[src/rtl/ocx_tlx_crd_pkg.sv]
// Shared types and constants for the TLX receive credit-return scheduler.
// Contents: FSM state encoding and credit-return packet field widths/maxima.
package ocx_tlx_crd_pkg;

   typedef enum logic [1:0] {
      IDLE    = 2'd0,
      GATHER  = 2'd1,
      PRESENT = 2'd2
   } crd_state_e;

   localparam int VC_FLD_W    = 4;
   localparam int DCP_FLD_W   = 6;
   localparam int VC_FLD_MAX  = (1 << VC_FLD_W) - 1;
   localparam int DCP_FLD_MAX = (1 << DCP_FLD_W) - 1;

endpackage

[src/rtl/ocx_tlx_crd_acc.sv]
// Saturating per-pool credit accumulator.
// Ports:
//   tlx_clk, reset_n   clock, synchronous active-low reset
//   i_incr             credits released this cycle (0..2)
//   i_taken            credits removed by a capture this cycle (0 otherwise)
//   o_acc              registered accumulator value
//   o_cap              registered value clamped to the packet field maximum
//   o_nz_next          accumulator will be nonzero after this edge
//   o_ovf              this cycle's update saturated
// i_taken never exceeds o_acc (it is either 0 or o_cap), so the update cannot
// underflow. ACC_W must be at least FLD_W.
module ocx_tlx_crd_acc #(
   parameter int ACC_W = 8,
   parameter int FLD_W = 4
) (
   input  logic             tlx_clk,
   input  logic             reset_n,
   input  logic [1:0]       i_incr,
   input  logic [FLD_W-1:0] i_taken,
   output logic [ACC_W-1:0] o_acc,
   output logic [FLD_W-1:0] o_cap,
   output logic             o_nz_next,
   output logic             o_ovf
);

   localparam logic [ACC_W-1:0] FLD_MAX = ACC_W'((1 << FLD_W) - 1);

   logic [ACC_W-1:0] r_acc;
   logic [ACC_W:0]   w_sum;
   logic [ACC_W-1:0] w_acc_next;

   assign w_sum      = {1'b0, r_acc} - (ACC_W+1)'(i_taken) + (ACC_W+1)'(i_incr);
   assign o_ovf      = w_sum[ACC_W];
   assign w_acc_next = o_ovf ? {ACC_W{1'b1}} : w_sum[ACC_W-1:0];
   assign o_nz_next  = |w_acc_next;
   assign o_acc      = r_acc;
   assign o_cap      = (r_acc > FLD_MAX) ? FLD_MAX[FLD_W-1:0] : r_acc[FLD_W-1:0];

   always_ff @(posedge tlx_clk) begin
      if (!reset_n) r_acc <= '0;
      else          r_acc <= w_acc_next;
   end

endmodule

[src/rtl/ocx_tlx_rcv_crd_ret_sched.sv]
// Receive-side credit-return scheduler: batches per-cycle credit releases from
// the VC0/VC1/DCP0/DCP1 pools and presents one credit-return packet at a time
// to the transmit framer over a valid/ack handshake.
// Ports:
//   tlx_clk, reset_n                  clock, synchronous active-low reset
//   rcv_xmt_credit_*_v                one credit released per pool this cycle
//   rcv_xmt_tl_crd_cfg_dcp1_valid     extra DCP1 credit (cfg data)
//   crd_ret_enable                    presentation allowed
//   xmt_crd_ret_ack                   framer accepted the packet
//   crd_ret_valid, crd_ret_vc0/vc1/dcp0/dcp1   presented packet
//   crd_ovfl_err                      sticky accumulator saturation
// Optional build macro OCX_TLX_CRD_RET_TOTALS_EN adds 32-bit wrapping counters
// crd_ret_total_* of credits delivered on ack.
//
// state   | meaning
// IDLE    | nothing accumulated
// GATHER  | credits pending, waiting for threshold/timeout with enable
// PRESENT | packet valid, fields held until ack
module ocx_tlx_rcv_crd_ret_sched
   import ocx_tlx_crd_pkg::*;
#(
   parameter int ACC_W      = 8,
   parameter int TIMEOUT    = 16,
   parameter int VC_THRESH  = 8,
   parameter int DCP_THRESH = 16
) (
   input  logic                 tlx_clk,
   input  logic                 reset_n,
   input  logic                 rcv_xmt_credit_vc0_v,
   input  logic                 rcv_xmt_credit_vc1_v,
   input  logic                 rcv_xmt_credit_dcp0_v,
   input  logic                 rcv_xmt_credit_dcp1_v,
   input  logic                 rcv_xmt_tl_crd_cfg_dcp1_valid,
   input  logic                 crd_ret_enable,
   input  logic                 xmt_crd_ret_ack,
   output logic                 crd_ret_valid,
   output logic [VC_FLD_W-1:0]  crd_ret_vc0,
   output logic [VC_FLD_W-1:0]  crd_ret_vc1,
   output logic [DCP_FLD_W-1:0] crd_ret_dcp0,
   output logic [DCP_FLD_W-1:0] crd_ret_dcp1,
`ifdef OCX_TLX_CRD_RET_TOTALS_EN
   output logic [31:0]          crd_ret_total_vc0,
   output logic [31:0]          crd_ret_total_vc1,
   output logic [31:0]          crd_ret_total_dcp0,
   output logic [31:0]          crd_ret_total_dcp1,
`endif
   output logic                 crd_ovfl_err
);

   // Timer saturates at its hit value so a late enable still sees the compare.
   localparam int TMR_W = (TIMEOUT > 1) ? $clog2(TIMEOUT) : 1;
   localparam logic [TMR_W-1:0] TMR_HIT = TMR_W'(TIMEOUT - 1);

   crd_state_e           r_state;
   logic [TMR_W-1:0]     r_tmr;
   logic                 r_valid;
   logic [VC_FLD_W-1:0]  r_vc0, r_vc1;
   logic [DCP_FLD_W-1:0] r_dcp0, r_dcp1;
   logic                 r_err;

   logic [ACC_W-1:0]     w_acc_vc0, w_acc_vc1, w_acc_dcp0, w_acc_dcp1;
   logic [VC_FLD_W-1:0]  w_cap_vc0, w_cap_vc1, w_take_vc0, w_take_vc1;
   logic [DCP_FLD_W-1:0] w_cap_dcp0, w_cap_dcp1, w_take_dcp0, w_take_dcp1;
   logic [3:0]           w_nz_next, w_ovf;
   logic [1:0]           w_incr_dcp1;
   logic                 w_any_nz, w_thresh, w_capture;

   assign w_incr_dcp1 = {1'b0, rcv_xmt_credit_dcp1_v} + {1'b0, rcv_xmt_tl_crd_cfg_dcp1_valid};

   assign w_any_nz = |{w_acc_vc0, w_acc_vc1, w_acc_dcp0, w_acc_dcp1};
   assign w_thresh = (w_acc_vc0  >= ACC_W'(VC_THRESH))  || (w_acc_vc1  >= ACC_W'(VC_THRESH)) ||
                     (w_acc_dcp0 >= ACC_W'(DCP_THRESH)) || (w_acc_dcp1 >= ACC_W'(DCP_THRESH));
   // w_any_nz keeps an all-zero packet from ever being captured.
   assign w_capture = (r_state == GATHER) && crd_ret_enable && w_any_nz &&
                      ((r_tmr == TMR_HIT) || w_thresh);

   assign w_take_vc0  = w_capture ? w_cap_vc0  : '0;
   assign w_take_vc1  = w_capture ? w_cap_vc1  : '0;
   assign w_take_dcp0 = w_capture ? w_cap_dcp0 : '0;
   assign w_take_dcp1 = w_capture ? w_cap_dcp1 : '0;

   ocx_tlx_crd_acc #(.ACC_W(ACC_W), .FLD_W(VC_FLD_W)) u_acc_vc0 (
      .tlx_clk(tlx_clk), .reset_n(reset_n), .i_incr({1'b0, rcv_xmt_credit_vc0_v}),
      .i_taken(w_take_vc0), .o_acc(w_acc_vc0), .o_cap(w_cap_vc0),
      .o_nz_next(w_nz_next[0]), .o_ovf(w_ovf[0]));

   ocx_tlx_crd_acc #(.ACC_W(ACC_W), .FLD_W(VC_FLD_W)) u_acc_vc1 (
      .tlx_clk(tlx_clk), .reset_n(reset_n), .i_incr({1'b0, rcv_xmt_credit_vc1_v}),
      .i_taken(w_take_vc1), .o_acc(w_acc_vc1), .o_cap(w_cap_vc1),
      .o_nz_next(w_nz_next[1]), .o_ovf(w_ovf[1]));

   ocx_tlx_crd_acc #(.ACC_W(ACC_W), .FLD_W(DCP_FLD_W)) u_acc_dcp0 (
      .tlx_clk(tlx_clk), .reset_n(reset_n), .i_incr({1'b0, rcv_xmt_credit_dcp0_v}),
      .i_taken(w_take_dcp0), .o_acc(w_acc_dcp0), .o_cap(w_cap_dcp0),
      .o_nz_next(w_nz_next[2]), .o_ovf(w_ovf[2]));

   ocx_tlx_crd_acc #(.ACC_W(ACC_W), .FLD_W(DCP_FLD_W)) u_acc_dcp1 (
      .tlx_clk(tlx_clk), .reset_n(reset_n), .i_incr(w_incr_dcp1),
      .i_taken(w_take_dcp1), .o_acc(w_acc_dcp1), .o_cap(w_cap_dcp1),
      .o_nz_next(w_nz_next[3]), .o_ovf(w_ovf[3]));

   always_ff @(posedge tlx_clk) begin
      if (!reset_n) begin
         r_state <= IDLE;
         r_tmr   <= '0;
         r_valid <= 1'b0;
         r_vc0   <= '0;
         r_vc1   <= '0;
         r_dcp0  <= '0;
         r_dcp1  <= '0;
      end else begin
         case (r_state)
            IDLE: begin
               if (w_any_nz) begin
                  r_state <= GATHER;
                  r_tmr   <= '0;
               end
            end
            GATHER: begin
               if (w_capture) begin
                  r_state <= PRESENT;
                  r_valid <= 1'b1;
                  r_vc0   <= w_cap_vc0;
                  r_vc1   <= w_cap_vc1;
                  r_dcp0  <= w_cap_dcp0;
                  r_dcp1  <= w_cap_dcp1;
               end else if (r_tmr != TMR_HIT) begin
                  r_tmr <= r_tmr + 1'b1;
               end
            end
            PRESENT: begin
               if (xmt_crd_ret_ack) begin
                  r_state <= (|w_nz_next) ? GATHER : IDLE;
                  r_tmr   <= '0;
                  r_valid <= 1'b0;
                  r_vc0   <= '0;
                  r_vc1   <= '0;
                  r_dcp0  <= '0;
                  r_dcp1  <= '0;
               end
            end
            default: r_state <= IDLE;
         endcase
      end
   end

   always_ff @(posedge tlx_clk) begin
      if (!reset_n)    r_err <= 1'b0;
      else if (|w_ovf) r_err <= 1'b1;
   end

   assign crd_ret_valid = r_valid;
   assign crd_ret_vc0   = r_vc0;
   assign crd_ret_vc1   = r_vc1;
   assign crd_ret_dcp0  = r_dcp0;
   assign crd_ret_dcp1  = r_dcp1;
   assign crd_ovfl_err  = r_err;

`ifdef OCX_TLX_CRD_RET_TOTALS_EN
   logic [31:0] r_total_vc0, r_total_vc1, r_total_dcp0, r_total_dcp1;

   always_ff @(posedge tlx_clk) begin
      if (!reset_n) begin
         r_total_vc0  <= '0;
         r_total_vc1  <= '0;
         r_total_dcp0 <= '0;
         r_total_dcp1 <= '0;
      end else if ((r_state == PRESENT) && xmt_crd_ret_ack) begin
         r_total_vc0  <= r_total_vc0  + 32'(r_vc0);
         r_total_vc1  <= r_total_vc1  + 32'(r_vc1);
         r_total_dcp0 <= r_total_dcp0 + 32'(r_dcp0);
         r_total_dcp1 <= r_total_dcp1 + 32'(r_dcp1);
      end
   end

   assign crd_ret_total_vc0  = r_total_vc0;
   assign crd_ret_total_vc1  = r_total_vc1;
   assign crd_ret_total_dcp0 = r_total_dcp0;
   assign crd_ret_total_dcp1 = r_total_dcp1;
`endif

endmodule

[config.mk]
export PLATFORM = sky130hd
export DESIGN_NAME = ocx_tlx_rcv_crd_ret_sched
export DESIGN_NICKNAME = d
export VERILOG_FILES = /design/src/rtl/ocx_tlx_crd_pkg.sv /design/src/rtl/ocx_tlx_crd_acc.sv /design/src/rtl/ocx_tlx_rcv_crd_ret_sched.sv
export SDC_FILE = /design/constraint.sdc
export NUM_CORES = 1
export LEC_CHECK = 0
export ABC_AREA = 1
export BUFFER_PORTS_ARGS = -buffer_cell sky130_fd_sc_hd__buf_4
export CORE_ASPECT_RATIO = 0.8
export CORE_MARGIN = 5
export CORE_UTILIZATION = 62
export DETAILED_ROUTE_END_ITERATION = 12
export GPL_TIMING_DRIVEN = 1
export MAX_ROUTING_LAYER = met4
export PLACE_DENSITY = 0.79
export SYNTH_ARGS = -nofsm -noshare
export SYNTH_HDL_FRONTEND = slang
export SYNTH_HIERARCHICAL = 1
export SYNTH_SLANG_ARGS = --single-unit
[constraint.sdc]
create_clock -name tlx_clk -period 4.5 [get_ports tlx_clk]
set_input_delay 0.225 -clock tlx_clk [delete_from_list [all_inputs] [get_ports tlx_clk]]
set_output_delay 0.225 -clock tlx_clk [all_outputs]
set_load 0.01 [all_outputs]
### After elaboration in Yosys (flattened, before gate mapping)

Cells that the tools add are included.

| storage, ports and cells | value |
|---|---|
| register bits after elaboration | 60 |
| bits of input ports | 9 |
| output and inout port bits | 22 |
| logic and storage cells | 89 |

| operators by class | value |
|---|---|
| add/subtract/negate cells | 10 |
| $lt $le $gt $ge | 8 |
| equal/unequal tests | 9 |
| muxes and demuxes | 34 |
| reductions and logical operators | 16 |

Operators with widths:

| kind | number |
|---|---|
| 32-bit OR reduction | 2 |
| 6-bit 2-to-1 mux | 7 |
| 4-bit 2-to-1 mux | 10 |
| 8-bit 2-to-1 mux | 4 |
| 9-bit by 1-bit adder with 9-bit output | 3 |
| 6-bit one-hot mux with 2 select lines | 2 |
| 8-bit by 4-bit subtractor with 9-bit output | 2 |
| 8-bit by 6-bit subtractor with 9-bit output | 2 |
| 8-bit by 4-bit >= comparator with 1-bit output, second input constant | 2 |
| 8-bit by 5-bit >= comparator with 1-bit output, second input constant | 2 |
| 8-bit by 4-bit > comparator with 1-bit output, second input constant | 2 |
| 8-bit by 6-bit > comparator with 1-bit output, second input constant | 2 |
| 4-bit one-hot mux with 2 select lines | 2 |
| 4-bit one-hot mux with 3 select lines | 1 |
| 9-bit by 2-bit adder with 9-bit output | 1 |
| 2-bit != test, second input constant | 4 |
| 2-bit 2-to-1 mux | 3 |
| 2-bit one-hot mux with 3 select lines | 1 |
| 3-bit AND reduction | 2 |
| 5-bit AND reduction | 1 |
| 4-bit by 1-bit adder with 4-bit output, second input constant | 1 |
| 4-bit == test, second input constant | 1 |
| 1-bit logical OR | 4 |
| 4-bit != test, second input constant | 1 |
| 11 further kinds | 15 |

### Logic depth before layout (Yosys ltp)

Gate-level depths: netlist of the first run.

| logic depth | value |
|---|---|
| word-level depth | 14 |
| gate-level depth with buffers | 27 |

### Hierarchy

The synthesis of the first run kept the hierarchy.

Modules (own cells, without submodules):

| module | times used | cells each | area each (um^2) | sequential area each (um^2) |
|---|---|---|---|---|
| ocx_tlx_crd_acc at u_acc_vc0 ... | 2 | 140 | 929.6 | 160.2 |
| ocx_tlx_rcv_crd_ret_sched | 1 | 215 | 1635.3 | 560.5 |
| ocx_tlx_crd_acc at u_acc_dcp0 | 1 | 139 | 899.6 | 160.2 |
| ocx_tlx_crd_acc at u_acc_dcp1 | 1 | 135 | 874.6 | 160.2 |

### Worst setup path after synthesis of the first run

OpenSTA, ideal clock, no wires.

| path | value |
|---|---|
| path kind | reg-to-reg |
| from | register r_tmr[0] |
| to | register r_err (netlist: crd_ovfl_err) |
| library setup time | 0.115 ns |
| arrival time | 3.331 ns |
| setup slack | 1.054 ns |
| cell stages (with the launch flop) | 23 |
| path through | dfxtp_1 ha_1 nand3_1 nand2_1 inv_1 nand3_1 nand2_2 nor2_4 buf_6 nand2_1 inv_1 fa_1 inv_1 fa_1 nand2_2 a21oi_4 nand2_2 nand2_4 nand2_4 nand2_4 or4_1 o21ai_0 inv_1 |

| between the ends | value |
|---|---|
| cells in the longest elaborated chain, start to end | 7 |
| elaborated cells on any way between the ends | 16 |
| classes of those cells | add/sub (8); eq/ne (1); mux (4); reduce/logical (3) |

Ends and longest elaborated chain:

| what | line | RTL |
|---|---|---|
| start, declared | ocx_tlx_rcv_crd_ret_sched.sv:55 | `logic [TMR_W-1:0] r_tmr;` |
| start signal, assigned | ocx_tlx_rcv_crd_ret_sched.sv:128 | `r_tmr <= r_tmr + 1'b1;` |
| 4-bit == test | ocx_tlx_rcv_crd_ret_sched.sv:75 | `((r_tmr == TMR_HIT) \|\| w_thresh);` |
| 1-bit logical OR | ocx_tlx_rcv_crd_ret_sched.sv:75 |  |
| 1-bit logical AND | ocx_tlx_rcv_crd_ret_sched.sv:74 | `assign w_capture = (r_state == GATHER) && crd_ret_enable && w_any_nz &&` |
| 4-bit 2-to-1 mux | ocx_tlx_rcv_crd_ret_sched.sv:77 | `assign w_take_vc0 = w_capture ? w_cap_vc0 : '0;` |
| via w_take_vc0[1] | ocx_tlx_rcv_crd_ret_sched.sv:62 | `logic [VC_FLD_W-1:0] w_cap_vc0, w_cap_vc1, w_take_vc0, w_take_vc1;` |
| 8-bit by 4-bit subtractor with 9-bit output | ocx_tlx_crd_acc.sv:32 | `assign w_sum = {1'b0, r_acc} - (ACC_W+1)'(i_taken) + (ACC_W+1)'(i_incr);` |
| 9-bit by 1-bit adder with 9-bit output | ocx_tlx_crd_acc.sv:32 |  |
| via w_ovf[0] | ocx_tlx_rcv_crd_ret_sched.sv:64 | `logic [3:0] w_nz_next, w_ovf;` |
| 4-bit OR reduction | ocx_tlx_rcv_crd_ret_sched.sv:149 | `else if (\|w_ovf) r_err <= 1'b1;` |
| end signal, assigned | ocx_tlx_rcv_crd_ret_sched.sv:148 | `if (!reset_n) r_err <= 1'b0;` |
| end signal, assigned | ocx_tlx_rcv_crd_ret_sched.sv:149 |  |
| end, declared | ocx_tlx_rcv_crd_ret_sched.sv:59 | `logic r_err;` |

The timed path passes the listed nets, and every way through them passes these cells.
A chain may end at the register's enable or synchronous reset.

### Worst setup path in the final report of the first run

Ends and elaborated chain as after synthesis.

==> summary.txt, run 1 <==
Outcome
  • Outcome: completed

Flow run
  • Max-Cap Viols: 0

Global routing
  • Total GRT Usage: approximately 23%
  • Grt ovf: 0
  • Vias in the first global route: between 4k and 5k
  • Initial antenna violation count: 0
  • First-pass GRT wire length: 19,140 um
  • Largest net degree at the start of global routing: 28

Worst setup path
  • CP bufs+invs: 4
  • CP required: about 4700 ps
  • Reg-to-reg startpoint: r_tmr[0]
  • Worst path slowest cell: or4_1
  • Reg2Reg Depth: 20
  • CP delay by family, top: simple AND/OR/NAND/NOR gates
  • Cell repeated most along the worst path: inv_1
  • Slowest stage delay, CP: ~490 ps
  • CP endpoint kind: register
  • R2R setup slack: 600 ps
  • CP Class: register to register
  • Crit Reg-Reg Endpoint: crd_ovfl_err
  • Cell chain of the critical path: ha_1 > nand3_1 > nand2_1 > inv_1 > nand3_1 > nand2_2 > nor2_4 > nand2_1 > inv_1 > fa_1 > inv_1 > fa_1 > nand2_2 > a21oi_4 > nand2_2 > nand3_2 > nand2_4 > or4_1 > o21ai_0 > inv_1
  • Critical Path Fanout Max: 24
  • Critical path startpoint category: register
  • Critical Path AT: around 4100 ps

Timing
  • Worst Skew: 4.454 ps
  • Final Cycle Share: 86.63%
  • Max Transition Viols Final: 0
  • Max_slew headroom: between 20% and 30%
  • Setup Total Neg Slack: 0 ps
  • Setup Viol. Count Final: 0
  • Hold WS: 193.1 ps
  • Fin. Hold Viols: 0
  • Least-Margin Pin Slew: around 1200 ps
  • RSZ-0062 raised after global routing: false
  • Min cycle time layout: 3899 ps
  • Fmax: 256.5 MHz

Floorplanning
  • Initial core utilization: a little over three fifths
  • IO Count: 31
  • Core area: roughly 8400 um2
  • Die X: around 110 um
  • Die Ht: ~90 um
  • FP Rows: 30
  • Die ar.: 10,450 um2

Clocking
  • CTS H-Tree Depth: 3
  • CTS tree: done
  • Clk_lat worst skew: 330 ps
  • Num CTS Buffers: 9
  • CTS resizes: 0
  • CTS Buffer Depth: 2
  • Sink Count: 60
  • Clock slew at reported path FFs: 60 ps
  • CTS root buf: clkbuf_8
  • Post-CTS Hold Fix Bufs: 0
  • Setup Fix Bufs, Post-CTS: 0

Routing
  • Drt initial violations: 223
  • Mean number of vias per cell: 5.074
  • Vias: around 4.7k
  • Final WL: roughly 11,000 um
  • Post-route ant nets: 0
  • Wirelength per Cell: approximately 12 um
  • Drt drc: 0
  • 1st-pass router iterations: 5

Placed design
  • GP Congestion: roughly 0.95
  • Buffers on Ports: 30
  • Dpl hpwl: between 8000 and 9000 um

Synthesis
  • Synthesis-stage register bit count: 60
  • Warnings, synthesis: 6
  • Synthesized instance count: 769
  • Yosys top cell by area: dfxtp_1
  • Top post-synthesis cells by area: dfxtp_1 23%, ha_1 13%, nand2_1 13%, inv_1 12%, nor2_1 5.1%
  • Synth cell types: 35
  • Cell Area, Synth: 5269 um2
  • Post-Syn Area per Cell: a little under 7 um2
  • Sequential fraction of the synthesis area: 22.80%
  • Top cell type's share of synthesized area: about 23%

Final layout
  • N_diodes: 0
  • Final #Nets: 877
  • Area growth syn-to-layout: 8.288%
  • Util after Layout: about two thirds
  • Layout cells sized above 1: approximately a fifth

Worst hold path
  • Hold crit path type: input port to register
  • Worst Hold Depth: 4
  • End of the worst hold path: r_state[1]
  • Worst hold start: xmt_crd_ret_ack
[metal layers]
metal / up-vias / global-route usage, % / routed length, um
met1: 2133 / 27.80 / 5224
met2: 101 / 38.12 / 5310
met5: - / - / 0
li1: 2405 / - / -
met4: 0 / 5.105 / 109
met3: 14 / 5.095 / 520
[worst min-delay path: cells and delay by family]
kind	cells	cell delay [ps]
buf+inv	2	150
simple gates	1	50
compound gates	1	50
[how the worst max path moves through the flow]
stage / startpoint / endpoint / slack [ps] / depth (start not counted)
floorplan: r_tmr[0] / crd_ovfl_err / 1050 / 22
global placement: r_tmr[0] / crd_ovfl_err / 780 / 20
detailed placement: r_tmr[0] / crd_ovfl_err / 630 / 20
CTS: r_tmr[0] / crd_ovfl_err / 610 / 20
global route: r_tmr[0] / r_state[0] / 200 / 23
finish: r_tmr[0] / crd_ovfl_err / 600 / 20
[cell usage after synthesis (all sizes together)]
| cell | count |
|---|---|
| nand2 | 208 |
| inv | 178 |
| nor2 | 95 |
| nand3 | 67 |
| dfxtp | 60 |
| ha | 56 |
| a21oi | 38 |
| o21ai | 13 |
| nand3b | 11 |
| fa | 8 |
| buf | 6 |
| xor2 | 6 |
| nand4 | 4 |
| or2 | 4 |
| nor3 | 3 |
| o21bai | 3 |
| xnor2 | 3 |
| clkbuf | 2 |
| clkinv | 2 |
| conb | 1 |
| or4 | 1 |
[stage by stage]
stage          area, um2  instances  worst slack (ps)
3_5_place_dp        5560        905             626.3
5_1_grt             5705        917             204.6
4_1_cts             5705        917             612.4
6_report            5705        917             601.5
3_3_place_gp        5560        905             776.4
2_1_floorplan       5276        771              1054
[logic make-up (layout without fill, tap and decap cells)]
family          after synthesis  in the layout  synth area share [%]
simple gates                393            393                 37.45
buf+inv                     188            222                 14.37
fa+ha+maj                    64             64                 16.34
flops                        60             60                 22.80
compound gates               54             54                 7.480
xor+xnor                      9              9                 1.496
other cells                   1              3               0.07117
[cell usage in the layout (no fill, tap or decap), drive strengths merged]
master,count
o21bai,3
or4,1
ha,56
clkbuf,12
nand2,208
xor2,6
or2,4
buf,30
xnor2,3
a21oi,38
conb,3
inv,178
nor2,95
o21ai,13
nand3,67
clkinv,2
dfxtp,60
nor3,3
fa,8
nand4,4
nand3b,11
[flip-flops by register name, summed over array words and instances (netlist names)]
name,count
crd_ovfl_err,1
u_acc_dcp0/o_acc,8
u_acc_vc1/o_acc,8
crd_ret_valid,1
u_acc_dcp1/o_acc,8
u_acc_vc0/o_acc,8
crd_ret_vc0,4
crd_ret_dcp1,6
crd_ret_dcp0,6
r_state,2
crd_ret_vc1,4
r_tmr,4
[area by class of cell]
cell class / instances / area, um2
Fill cell: 729 / 2665
Sequential cell: 60 / 1201
Multi-Input combinational cell: 523 / 3318
Inverter: 180 / 675.6
Timing Repair Buffer: 30 / 225.2
Tap cell: 112 / 140.1
Clock buffer: 12 / 145.1
Power of run 1 is not shown: default switching activity piles up to over one toggle a cycle in this logic, so the estimate is an artifact.
==> run 2: changes to the inputs <==
Settings changed: ABC_AREA 1 to unset.
==> run 2 against run 1 <==
The flow now finishes with violations (setup timing). Core utilization grew 11 points. Clock skew rose by 8.0 ps. Setup slack worse by 930 ps. Via count down 7.7%. Critical path type unchanged. Final cell count shrank 21%. Global-route usage grew 3.8 points. Flip-flop and latch count did not move.
==> summary.txt, run 2 <==
Final layout
  • Layout fillers: 470 (-36%)
  • Area growth syn-to-layout: 25.84%
  • Most frequent cells in the layout: 95 x buf_4, 62 x inv_1, 59 x dfxtp_1, 52 x ha_1, 43 x nand2_1
  • Finished Cell Area: 5801 um2 (+1.7%)
  • N_diodes: 0 (unchanged)
  • Layout cells sized above 1: 27.01% (+7.6 points)
  • Final #Nets: 702 (-20%)
  • Most common cell after layout, fill and taps aside: buf_4

Synthesis
  • Yosys top cell by area: dfxtp_1
  • Post-synth top flop: dfxtp_1
  • Synth cell types: 76 (+120%)
  • Post-Syn Area per Cell: 8.632 um2 (+26%)
  • Synthesized instance count: 534 (-31%)
  • FFs w/ async S/R, synth: 0% (unchanged)
  • Top cell type's share of synthesized area: 26.06% (+3.3 points)
  • EDFF count, synth: 0 (unchanged)
  • Cell Area, Synth: 4609 um2 (-13%)
  • Synthesis-stage register bit count: 60 (unchanged)
  • Top cells by count, synth: 64 x inv_1, 60 x dfxtp_1, 56 x ha_1
  • Most common cell in the synthesized netlist: inv_1
  • Warnings, synthesis: 6 (unchanged)
  • Sequential fraction of the synthesis area: 26.06% (+3.3 points)
  • Top post-synthesis cells by area: dfxtp_1 26%, ha_1 15%, inv_1 5.2%, o2bb2ai_1 3.8%, o21a_1 3.7%

Clocking
  • Clk_lat worst skew: 360 ps (+30 ps)
  • Sink Count: 60 (unchanged)
  • CTS Buffer Depth: 2 (unchanged)
  • CTS H-Tree Depth: 3 (unchanged)
  • Num CTS Buffers: 9 (unchanged)
  • Clock slew at reported path FFs: 70 ps (about the same)
  • CTS root buf: clkbuf_8
  • CTS tree: done

Routing
  • Post-route ant nets: 0 (unchanged)
  • Vias: 4,294 (-7.7%)
  • 1st-pass router iterations: 5 (unchanged)
  • Wirelength per Cell: 16.64 um (+37%)
  • Drt drc: 0 (unchanged)
  • Mean number of vias per cell: 5.939 (+17%)
  • Drt initial violations: 257 (+15%)
  • Final WL: 12,030 um (+7.8%)

Worst setup path
  • Crit path to: r_state[0]
  • Reg2Reg Depth: 16 (-20%)
  • Cell repeated most along the worst path: or4_4
  • CP bufs+invs: 2 (-2)
  • CP required: 4750 ps (+30 ps)
  • Cell chain of the critical path: nor4_2 > nand3_1 > or4_4 > o211a_4 > buf_4 > and2_4 > fa_1 > inv_2 > fa_2 > nor2_1 > nor4bb_4 > o21ai_1 > or4_4 > o41ai_4 > a211oi_2 > o21a_1
  • Reg-to-reg startpoint: u_acc_dcp0/o_acc[7]
  • Worst path slowest cell: fa_1
  • Slowest stage delay, CP: 530 ps (+40 ps)
  • CP startpoint: u_acc_dcp0/o_acc[7]
  • Crit Reg-Reg Endpoint: r_state[0]
  • R2R setup slack: -330 ps (-930 ps)
  • CP endpoint kind: register
  • Critical Path Stages: 16 (-20%)
  • Critical Path AT: 5080 ps (+960 ps)
  • Critical Path Fanout Max: 7 (-71%)
  • CP delay by family, top: simple AND/OR/NAND/NOR gates
  • CP Class: register to register
  • Critical path startpoint category: register

Placed design
  • Buffers on Ports: 30 (unchanged)
  • Post-DP Area: 5369 um2 (-3.4%)
  • Dpl hpwl: 8595 um (-4.1%)
  • GP Congestion: 0.9385 (-1.6%)

Floorplanning
  • Die ar.: 9270 um2 (-11%)
  • Core area: 7322 um2 (-13%)
  • IO Count: 31 (unchanged)
  • Die Ht: 87.12 um (-5.8%)
  • Die X: 106.4 um (-5.9%)
  • Initial core utilization: 62.95% (about the same)
  • FP Rows: 28 (-6.7%)

Global routing
  • GR Util met2: 43.59% (+5.5 points)
  • First-pass GRT wire length: 18,940 um (-1.0%)
  • Total GRT Usage: 26.45% (+3.8 points)
  • Vias in the first global route: 4,035 (-11%)
  • Largest net degree at the start of global routing: 77 (+180%)
  • Grt ovf: 0 (unchanged)
  • M3 GR Usage: 6.375% (+1.3 points)
  • Initial antenna violation count: 0 (unchanged)
  • Met1 usage: 32.19% (+4.4 points)
  • Top Usage Layer GRT: met2

Outcome
  • Outcome: complete, but fails checks
  • Failing checks: setup timing

Flow run
  • Max-Cap Viols: 0 (unchanged)

Timing
  • Max Transition Viols Final: 0 (unchanged)
  • Min cycle time layout: 4828 ps (+929.5 ps)
  • Fin. Hold Viols: 0 (unchanged)
  • Setup Viol. Count Final: 1 (+1)
  • Least-Margin Pin Slew: 878.0 ps (-283.1 ps)
  • RSZ-0062 raised after global routing: true
  • Final Cycle Share: 107.3% (+21 points)
  • Worst Skew: 12.50 ps (+8.049 ps)
  • Fmax: 207.1 MHz (-19%)
  • Worst setup slack after layout: -328.0 ps (-929.5 ps)
  • Max_slew headroom: 41.47% (+19 points)

Worst hold path
  • Hold crit path type: input port to register
run 2: metal layers:
layer  up-vias  wire, um
li1       2082         -
met1      2000      5148
met2       173      5692
met3        39       861
met4         0       328
met5         -         0
run 2: worst register-to-register path, cell delays in order, from the launching register on:
cell	delay (ps)
dfxtp_1	320
nor4_2	320
nand3_1	120
or4_4	500
o211a_4	290
buf_4	150
and2_4	140
fa_1	530
inv_2	60
fa_2	500
nor2_1	230
nor4bb_4	350
o21ai_1	90
or4_4	510
o41ai_4	310
a211oi_2	110
o21a_1	190
run 2: final cells by class:
class / count / area [um2] / area share [%]
repair buffers: 96 / 724.4 / 12.49
clock inverters: 3 / 68.82 / 1.186
inverters: 65 / 244.0 / 4.206
well taps: 90 / 112.6 / 1.941
multi-input cells: 397 / 3283 / 56.60
flip-flops and latches: 60 / 1202 / 20.73
clock buffers: 12 / 165.2 / 2.847
run 2: logic make-up after synthesis:
group / Yosys count / share of synthesized area, %
muxes: 7 / 1.656
and+or+nand+nor: 177 / 21.66
xor gates and xnor gates: 20 / 3.800
other: 1 / 0.08136
buffers and inverters: 79 / 6.786
DFF: 60 / 26.06
AOI/OAI and AO/OA: 126 / 21.28
adders and majority gates: 64 / 18.68
run 2: stage by stage:
| stage | TNS (ps) | setup slack (ps) | util, % | hold slack [ps] | std cells |
|---|---|---|---|---|---|
| 5_1_grt | -454.1 | -413.3 | 79.22 | 250.2 | 723 |
| 3_3_place_gp | -132.1 | -132.1 | 73.33 | 436.4 | 700 |
| 6_report | -328.0 | -328.0 | 79.22 | 258.6 | 723 |
| 2_1_floorplan | -27.18 | -27.18 | - | 342.5 | 536 |
| 4_1_cts | -112.0 | -112.0 | 77.79 | 238.6 | 717 |
| 3_5_place_dp | -392.8 | -352.5 | 73.33 | 442.2 | 700 |
run 2: worst min-delay path by stage:
| stage | start | end | slack, ps | cells after the start |
|---|---|---|---|---|
| 4_1_cts | rcv_xmt_credit_dcp0_v | u_acc_dcp0/o_acc[0] | 240 | 3 |
| 2_1_floorplan | reset_n | u_acc_dcp1/o_acc[5] | 340 | 1 |
| 5_1_grt | rcv_xmt_credit_dcp0_v | u_acc_dcp0/o_acc[0] | 250 | 3 |
| 3_3_place_gp | crd_ret_vc0[3] | crd_ret_vc0[3] | 440 | 2 |
| 6_report | rcv_xmt_credit_dcp0_v | u_acc_dcp0/o_acc[0] | 260 | 3 |
| 3_5_place_dp | crd_ret_dcp0[3] | crd_ret_dcp0[3] | 440 | 2 |
run 2: timing repair:
item,CTS,global route
endpoints found under the setup margin,2,2
pin swaps,20,11
resized for setup,17,12
hold endpoints to repair,0,0
buffers inserted,2,6
hold buffers,0,0
Power of run 2 is left out for the same reason.
==> run 3: changes to the inputs <==
Settings changed: CORE_UTILIZATION 62 to 61, CTS_BUF_LIST set to sky130_fd_sc_hd__clkbuf_16, SYNTH_HIERARCHICAL 1 to unset.
==> run 3 against run 2 <==
Critical path type unchanged. Clock skew fell by 6.6 ps. Critical endpoint is now crd_ovfl_err. First-iteration DRC count shrank 0.78%. Hold slack got worse by 20 ps. Setup slack improved by 550 ps. Flip-flop and latch count is the same. Critical path depth grew 3. The flow now finishes without violations. Wire length down 5.5%. Final cell count fell by 12%. Maximum frequency grew 13%.
==> summary.txt, run 3 <==
Outcome
  • Outcome: completed

Worst setup path
  • CP endpoint kind: register
  • Critical Path AT: 4460 ps (-620 ps)
  • Critical Path Fanout Max: 6 (-1)
  • CP required: 4680 ps (-70 ps)
  • CP Class: register to register
  • Critical path startpoint category: register
  • R2R setup slack: 220 ps (+550 ps)

Floorplanning
  • Initial core utilization: 63.37% (+0.42 points)
  • Core area: 6474 um2 (-12%)
  • Die X: 101.7 um (-4.4%)
  • IO Count: 31 (unchanged)
  • FP Rows: 26 (-7.1%)
  • Die Ht: 83.35 um (-4.3%)
  • Die ar.: 8476 um2 (-8.6%)

Global routing
  • Vias in the first global route: 3,744 (-7.2%)
  • Grt ovf: 0 (unchanged)
  • Initial antenna violation count: 0 (unchanged)
  • Largest net degree at the start of global routing: 46 (-40%)
  • Total GRT Usage: 27.96% (+1.5 points)
  • First-pass GRT wire length: 18,200 um (-3.9%)

Synthesis
  • Top cells by count, synth: 78 x nor2_1, 60 x dfxtp_1, 51 x a21oi_1, 51 x ha_1, 47 x inv_1
  • Multiplexer share of the synthesized area: 0.7319% (-0.92 points)
  • Synth Area in Compound Gates: 18.88% (-2.4 points)
  • Main combinational cell family by area after synthesis: simple AND/OR/NAND/NOR gates
  • Most common cell in the synthesized netlist: nor2_1
  • EDFF count, synth: 0 (unchanged)
  • Synth cell types: 53 (-30%)
  • Synthesis-stage register bit count: 60 (unchanged)
  • Cell Area, Synth: 4103 um2 (-11%)
  • Post-Synth Adder-Cell Area: 17.99% (-0.68 points)
  • Yosys top cell by area: dfxtp_1
  • Top cell type's share of synthesized area: 29.28% (+3.2 points)
  • Top post-synthesis cells by area: dfxtp_1 29%, ha_1 16%, nor2_1 7.1%, a21oi_1 6.2%, inv_1 4.3%
  • FFs w/ async S/R, synth: 0% (unchanged)
  • Synth Area in Simple Gates: 21.16% (-0.50 points)
  • Warnings, synthesis: 0 (-6)
  • Post-Syn Area per Cell: 8.156 um2 (-5.5%)
  • Post-synth top flop: dfxtp_1
  • Sequential fraction of the synthesis area: 29.28% (+3.2 points)
  • Synthesized instance count: 503 (-5.8%)
  • Post-Synth XOR/XNOR Area: 5.947% (+2.1 points)
  • Syn Nets: ~570

Final layout
  • Most common cell after layout, fill and taps aside: nor2_1
  • Final #Nets: 611 (-13%)
  • Register area: 1202 um2 (unchanged)
  • Area growth syn-to-layout: 18.15%
  • Layout cells sized above 1: 15.25% (-12 points)
  • Final Non-Filler Cells: 635 (-12%)
  • Area occupied by multi-input gates: 2745 um2 (-16%)
  • Util after Layout: 74.87% (-4.3 points)
  • N_diodes: 0 (unchanged)
  • Layout fillers: 487 (+3.6%)
  • Most frequent cells in the layout: 78 x nor2_1, 59 x dfxtp_1, 50 x ha_1, 47 x a21oi_1, 47 x inv_1

Routing
  • Final WL: 11,370 um (-5.5%)
  • Drt initial violations: 255 (-0.78%)
  • Post-route ant nets: 0 (unchanged)
  • Drt drc: 0 (unchanged)
  • Mean number of vias per cell: 6.024 (+1.4%)
  • Wirelength per Cell: 17.91 um (+7.6%)
  • Vias: 3,825 (-11%)
  • 1st-pass router iterations: 5 (unchanged)

Clocking
  • CTS tree: done
  • Clock slew at reported path FFs: 60 ps (about the same)
  • Post-CTS Hold Fix Bufs: 0 (unchanged)
  • CTS H-Tree Depth: 3 (unchanged)
  • Sink Count: 60 (unchanged)
  • Clk_lat worst skew: 330 ps (-30 ps)
  • CTS Buffer Depth: 2 (unchanged)
  • CTS root buf: clkbuf_16
  • Num CTS Buffers: 9 (unchanged)

Placed design
  • Buffers on Ports: 30 (unchanged)
  • Pre-CTS WS: -62.17 ps (+290.3 ps)
  • DP Cell Count: 618 (-12%)
  • GP Congestion: 1.011 (+7.8%)
  • Dpl hpwl: 8629 um (+0.39%)

Timing
  • Worst Skew: 5.915 ps (-6.588 ps)
  • Fmax: 233.8 MHz (+13%)
  • Setup Viol. Count Final: 0 (-1)
  • RSZ-0062 raised after global routing: false
  • Fin. Hold Viols: 0 (unchanged)
  • Final Cycle Share: 95.05% (-12 points)
  • Worst setup slack after layout: 222.9 ps (+551.0 ps)
  • Setup Total Neg Slack: 0 ps (+328.0 ps)
  • Max_slew headroom: 44.89% (+3.4 points)
  • Min cycle time layout: 4277 ps (-551.0 ps)
  • Max Transition Viols Final: 0 (unchanged)
  • Least-Margin Pin Slew: 825.5 ps (-52.57 ps)

Worst hold path
  • Hold crit path type: input port to register

Flow run
  • Max-Cap Viols: 0 (unchanged)
[run 3: path summary, 6_finish.rpt]
path	cells past startpoint	endpoint	startpoint
worst min-delay path	2	u_acc_dcp1.o_acc[4]	reset_n
worst max-delay path	19	crd_ovfl_err	u_acc_dcp1.o_acc[6]
worst max register to register	19	crd_ovfl_err	u_acc_dcp1.o_acc[6]
worst min register to register	2	crd_ret_dcp1[4]	crd_ret_dcp1[4]
[run 3: cell families after synthesis]
logic type	after synthesis
muxes	3
buffers and inverters	62
AOI/OAI and AO/OA	121
adders and majority gates	56
DFF	60
and+or+nand+nor	174
xor gates and xnor gates	27
[run 3: layer usage]
layer	routed length [um]	up-vias	GRT usage, %
met3	888	24	7.873
met4	198	0	7.367
met2	5214	148	42.58
met1	5071	1816	36.40
met5	0	-	-
li1	-	1837	-
[run 3: repair_timing]
| action | in CTS | in global routing |
|---|---|---|
| setup buffers | 0 | 1 |
| setup endpoints to repair | 8 | 15 |
| gates resized for setup | 2 | 17 |
| pin swaps | 0 | 5 |
[run 3: worst max-delay path, stage by stage, from the launching register on]
cell       delay, ps
dfxtp_1          330
inv_1            110
ha_1             260
o21ai_2          100
o2111ai_1        170
nor4_2           370
or3_4            240
buf_4            140
nor2_1            60
ha_1             270
inv_1             40
ha_1             200
fa_1             430
a21oi_2          200
o22ai_1          110
or4_1            400
o21ai_0          110
xnor2_1          190
nor4_1           300
a21oi_1          100
[run 3: per-stage QoR]
stage	cell area [um2]	hold slack [ps]
after CTS	4765	231.8
after detailed placement	4484	460.3
after global placement	4484	446.9
final	4847	239.1
after global routing	4847	245.2
after floorplan	4103	378.8
[run 3: final cells by class]
cell class,instances,share of cell area [%]
multi-input combinational,381,56.63
sequential,60,24.81
inverter,48,3.717
timing repair buffer,46,7.124
tap,84,2.168
clock inverter,7,0.9035
clock buffer,9,4.646
Power of run 3 is left out for the same reason.
